### src/rtl/mul_seq.sv
// Iterative radix-2 shift-add multiplier for MULT/MULTU.
// Produces one partial product per clock, with a start/busy/done handshake.
module mul_seq #(
    parameter int WIDTH = 32
) (
    input  logic             clock,
    input  logic             reset,
    input  logic             start,
    input  logic             is_signed,
    input  logic [WIDTH-1:0] a,
    input  logic [WIDTH-1:0] b,
    output logic [WIDTH-1:0] hi,
    output logic [WIDTH-1:0] lo,
    output logic             busy,
    output logic             done
);

    localparam int CW = (WIDTH > 1) ? $clog2(WIDTH) : 1;
    localparam logic [CW-1:0] LAST = CW'(WIDTH - 1);

    localparam logic [0:0] S_IDLE = 1'b0;
    localparam logic [0:0] S_RUN  = 1'b1;

    logic [0:0]         state_q, state_d;
    logic [CW-1:0]      count_q, count_d;
    logic [WIDTH-1:0]   mcand_q, mcand_d;
    // Upper half accumulates partial sums; lower half holds the multiplier,
    // which shifts out from the bottom as product bits shift in from the top.
    logic [2*WIDTH-1:0] acc_q, acc_d;
    logic               neg_q, neg_d;
    logic [WIDTH-1:0]   hi_q, hi_d;
    logic [WIDTH-1:0]   lo_q, lo_d;
    logic               done_q, done_d;

    logic [WIDTH-1:0]   a_mag;
    logic [WIDTH-1:0]   b_mag;
    logic [WIDTH:0]     sum;
    logic [2*WIDTH-1:0] acc_shift;
    logic [2*WIDTH-1:0] prod_fix;

    always_comb begin
        state_d = state_q;
        count_d = count_q;
        mcand_d = mcand_q;
        acc_d   = acc_q;
        neg_d   = neg_q;
        hi_d    = hi_q;
        lo_d    = lo_q;
        done_d  = 1'b0;

        // The most-negative operand's magnitude still fits unsigned in WIDTH bits.
        a_mag = (is_signed && a[WIDTH-1]) ? -a : a;
        b_mag = (is_signed && b[WIDTH-1]) ? -b : b;

        sum       = {1'b0, acc_q[2*WIDTH-1:WIDTH]}
                  + (acc_q[0] ? {1'b0, mcand_q} : {(WIDTH+1){1'b0}});
        acc_shift = {sum, acc_q[WIDTH-1:1]};
        prod_fix  = neg_q ? -acc_shift : acc_shift;

        if (start) begin
            state_d = S_RUN;
            count_d = '0;
            mcand_d = a_mag;
            acc_d   = {{WIDTH{1'b0}}, b_mag};
            neg_d   = is_signed & (a[WIDTH-1] ^ b[WIDTH-1]);
        end else if (state_q == S_RUN) begin
            acc_d   = acc_shift;
            count_d = count_q + 1'b1;
            if (count_q == LAST) begin
                state_d      = S_IDLE;
                count_d      = '0;
                done_d       = 1'b1;
                {hi_d, lo_d} = prod_fix;
            end
        end
    end

    always_ff @(posedge clock) begin
        if (!reset) begin
            state_q <= S_IDLE;
            count_q <= '0;
            mcand_q <= '0;
            acc_q   <= '0;
            neg_q   <= 1'b0;
            hi_q    <= '0;
            lo_q    <= '0;
            done_q  <= 1'b0;
        end else begin
            state_q <= state_d;
            count_q <= count_d;
            mcand_q <= mcand_d;
            acc_q   <= acc_d;
            neg_q   <= neg_d;
            hi_q    <= hi_d;
            lo_q    <= lo_d;
            done_q  <= done_d;
        end
    end

    assign busy = (state_q == S_RUN);
    assign done = done_q;
    assign hi   = hi_q;
    assign lo   = lo_q;

endmodule
### config.mk
export PLATFORM = sky130hd
export DESIGN_NAME = mul_seq
export DESIGN_NICKNAME = d
export VERILOG_FILES = /design/src/rtl/mul_seq.sv
export SDC_FILE = /design/constraint.sdc
export NUM_CORES = 1
export LEC_CHECK = 0
export BUFFER_PORTS_ARGS = -buffer_cell sky130_fd_sc_hd__buf_2
export CAP_MARGIN = 0
export CORE_AREA = 5 5 142 144
export CTS_CLUSTER_DIAMETER = 50
export DETAILED_ROUTE_END_ITERATION = 10
export DIE_AREA = 0 0 147 149
export HOLD_SLACK_MARGIN = 0.12
export PLACE_DENSITY_LB_ADDON = 0.05
export SLEW_MARGIN = 15
export SYNTH_ARGS = -nofsm -noshare
export SYNTH_HDL_FRONTEND = slang
export SYNTH_SLANG_ARGS = --single-unit
### constraint.sdc
create_clock -name clock -period 5.19 [get_ports clock]
set_input_delay 0.519 -clock clock [delete_from_list [all_inputs] [get_ports clock]]
set_output_delay 0.519 -clock clock [all_outputs]
set_load 0.005 [all_outputs]
==> impl_metrics.tcl <==
set metrics [dict create \
    routed_wl_um 30800 \
    fin_crit_sh 0.908 \
    ant_nets 0 \
    synth.cell_area_um2 11100 \
    postCtsHoldBufs 0 \
    crit_path_start_kind "flop" \
    clockBufferDepth 2 \
    tightest_slew_ps 1080 \
    yosys_warnings 0 \
    worstSetupEndpointType "flop" \
    synth.distinct_cells 68 \
    ioPinCount 134 \
    grt.total_usage 0.273 \
    maxCapViolations 0 \
    tritoncts.num_buffers 17 \
    holdPathStages 3 \
    final_cell_mix "nor2_1, dfxtp_1, a211oi_1, buf_2, xor2_1" \
    num_vias 10500 \
    die_x_um 147 \
    post-dp-hpwl_um 23400 \
    cts_tree "done" \
    core_um2 18600 \
    numPortBuffers 133 \
    grt_overflow 0 \
    final_cells 1717 \
    synth_enable_flop_cells 0 \
    arrival_ps 5030 \
    critPathMaxFanout 20 \
    drtIter0Drc 1061 \
    max_freq_mhz 212 \
    final_common_cell "nor2_1" \
    async_flop_share 0 \
    die_area_um2 21900 \
    grt_first_pass_wirelength_um 48700 \
    post_cts_resized 0 \
    num_rows 50 \
    drive_gt1_frac 0.144 \
    place_inst 1685 \
    crit_type "reg -> reg" \
    grt_pass1_vias 9145 \
    diodes 0 \
    synth_fp_nets 1493 \
    place_congestion 0.936 \
    viasPerCell 6.13 \
    clockRootBuffer "clkbuf_16" \
    start_util 0.597 \
    final_hold_viol_count 0 \
    ys_seq_area_frac 0.303 \
    required_ps 5510 \
    power_w 0.00311 \
    drc 0 \
    placed_area_um2 11900 \
    drt_pass1_iterations 7 \
    vdd_drop_max_v 0.000223 \
    seq_area_um2 3370 \
    clock_skew_ps 12.1 \
    reg2reg_depth 13 \
    min_path_type "in -> reg" \
    path_clk_slew_ps 70 \
    syn_inst 1387 \
    status "finished, final reports clean" \
    maxSlewViolCount 0 \
    cts_sinks 168 \
    final_nets 1576 \
    multi_input_area_um2 7330 \
    grt_start_max_net_pins 98 \
    synthFlopType "dfxtp_1" \
    clk_latency_ps 430 \
    setup-tns-final_ps 0 \
    area_delta_synth_final_pct 12.3 \
    finalSetupViolCount 0 \
    max_slew_margin 0.278 \
    synth.avg_cell_area_um2 8.00 \
    die_height_um 149 \
    num-fill-cells 1656 \
    rsz0062_at_grt "no" \
    ys_seq_elements 168 \
    postCtsSetupBuffers 0 \
    period_needed_ps 4710 \
    fin_util 0.671 \
    power.density_nw_per_um2 250 \
    p_leak_nw 4.95 \
    cts_htree_levels 4 \
    drt-wirelength-per-cell_um 17.9 \
    final_area_um2 12500 \
    antenna_found_initial 0 \
]
==> synth_stat cells, types with 3 or more instances <==
cell / number / share of area
a2111oi_0: 3 / 0.0024
a211oi_1: 142 / 0.096
a21o_1: 14 / 0.0095
a21oi_1: 70 / 0.032
a221oi_1: 3 / 0.0024
a311oi_1: 17 / 0.013
a31oi_1: 14 / 0.0079
and2_0: 3 / 0.0017
and2_1: 45 / 0.025
and3_1: 11 / 0.0062
buf_1: 8 / 0.0027
buf_2: 3 / 0.0014
clkbuf_1: 76 / 0.026
dfxtp_1: 168 / 0.30
ha_1: 37 / 0.042
inv_1: 20 / 0.0068
mux2i_1: 40 / 0.036
nand2_1: 73 / 0.025
nand2b_1: 15 / 0.0085
nand3_1: 20 / 0.0090
nand3b_1: 6 / 0.0041
nand4_1: 11 / 0.0062
nor2_1: 178 / 0.060
nor2b_1: 35 / 0.020
nor3_1: 21 / 0.0095
nor3b_1: 3 / 0.0020
nor4_1: 14 / 0.0079
nor4b_1: 3 / 0.0024
o211a_1: 3 / 0.0027
o211ai_1: 10 / 0.0068
o21a_1: 3 / 0.0020
o21ai_0: 70 / 0.032
o31ai_1: 26 / 0.018
o41ai_1: 16 / 0.013
or2_2: 9 / 0.0051
or3_1: 27 / 0.015
or4_1: 12 / 0.0081
xnor2_1: 33 / 0.026
xor2_1: 87 / 0.069
==> area by class of cell <==
| class | count | share of cell area |
|---|---|---|
| Inverter | 20 | 0.00613 |
| Sequential cell | 168 | 0.270 |
| Clock buffer | 18 | 0.0344 |
| Multi-Input combinational cell | 1112 | 0.589 |
| Clock inverter | 14 | 0.0126 |
| Tap cell | 234 | 0.0235 |
| Timing Repair Buffer | 151 | 0.0645 |
==> critical path, cell delays in order, from the launching register on <==
cell and delay, ps:
dfxtp_1 650, and2_1 200, ha_1 180, inv_1 70, fa_1 400, nand2b_1 190
a21oi_1 170, xor2_1 160, or4_4 580, or3_4 400, or4b_1 640, or4_4 540
nor3b_1 150, o311a_1 280
==> sequential cells by signal (all words and copies together), names as in the netlist <==
register and cells:
acc_q 64, hi 32, lo 32, mcand_q 32, count_q 5, busy 1
done 1, neg_q 1
==> power by group <==
group / switching (W) / internal (W)
combinational: 0.000262 / 0.000171
sequential: 0.0000601 / 0.00133
clock: 0.000602 / 0.000684
total: 0.000925 / 0.00219
==> through the flow <==
step	hold WS [ps]	worst slack, ps
4_1_cts	363	470
6_report	368	477
3_3_place_gp	438	546
3_5_place_dp	444	470
2_1_floorplan	444	1010
5_1_grt	388	74.3
==> logic make-up after synthesis <==
logic type / count (synthesis) / share of synthesized area
and+or+nand+nor: 499 / 0.228
xor gates and xnor gates: 120 / 0.0947
adders and majority gates: 38 / 0.0435
muxes: 42 / 0.0381
buffers and inverters: 107 / 0.0365
DFF: 168 / 0.303
AOI/OAI and AO/OA: 413 / 0.256
==> metal layers <==
layer | GRT usage | up-vias | wire [um]
met4 | 0.0634 | 0 | 457
met2 | 0.370 | 386 | 12000
met3 | 0.0374 | 33 | 2430
met5 | 0 | - | 0
met1 | 0.447 | 4803 | 15900
li1 | - | 5298 | -
==> path summary, 6_finish.rpt <==
| kind | from | to | slack, ps |
|---|---|---|---|
| max | acc_q[0]$_SDFFE_PN0P_ | hi[28]$_SDFFE_PN0P_ | 480 |
| min | a[1] | mcand_q[1]$_SDFFE_PN0P_ | 370 |
| max reg2reg | acc_q[0]$_SDFFE_PN0P_ | hi[28]$_SDFFE_PN0P_ | 480 |
| min reg2reg | hi[0]$_SDFFE_PN0P_ | hi[0]$_SDFFE_PN0P_ | 450 |
(Power assumes the default switching activity.)
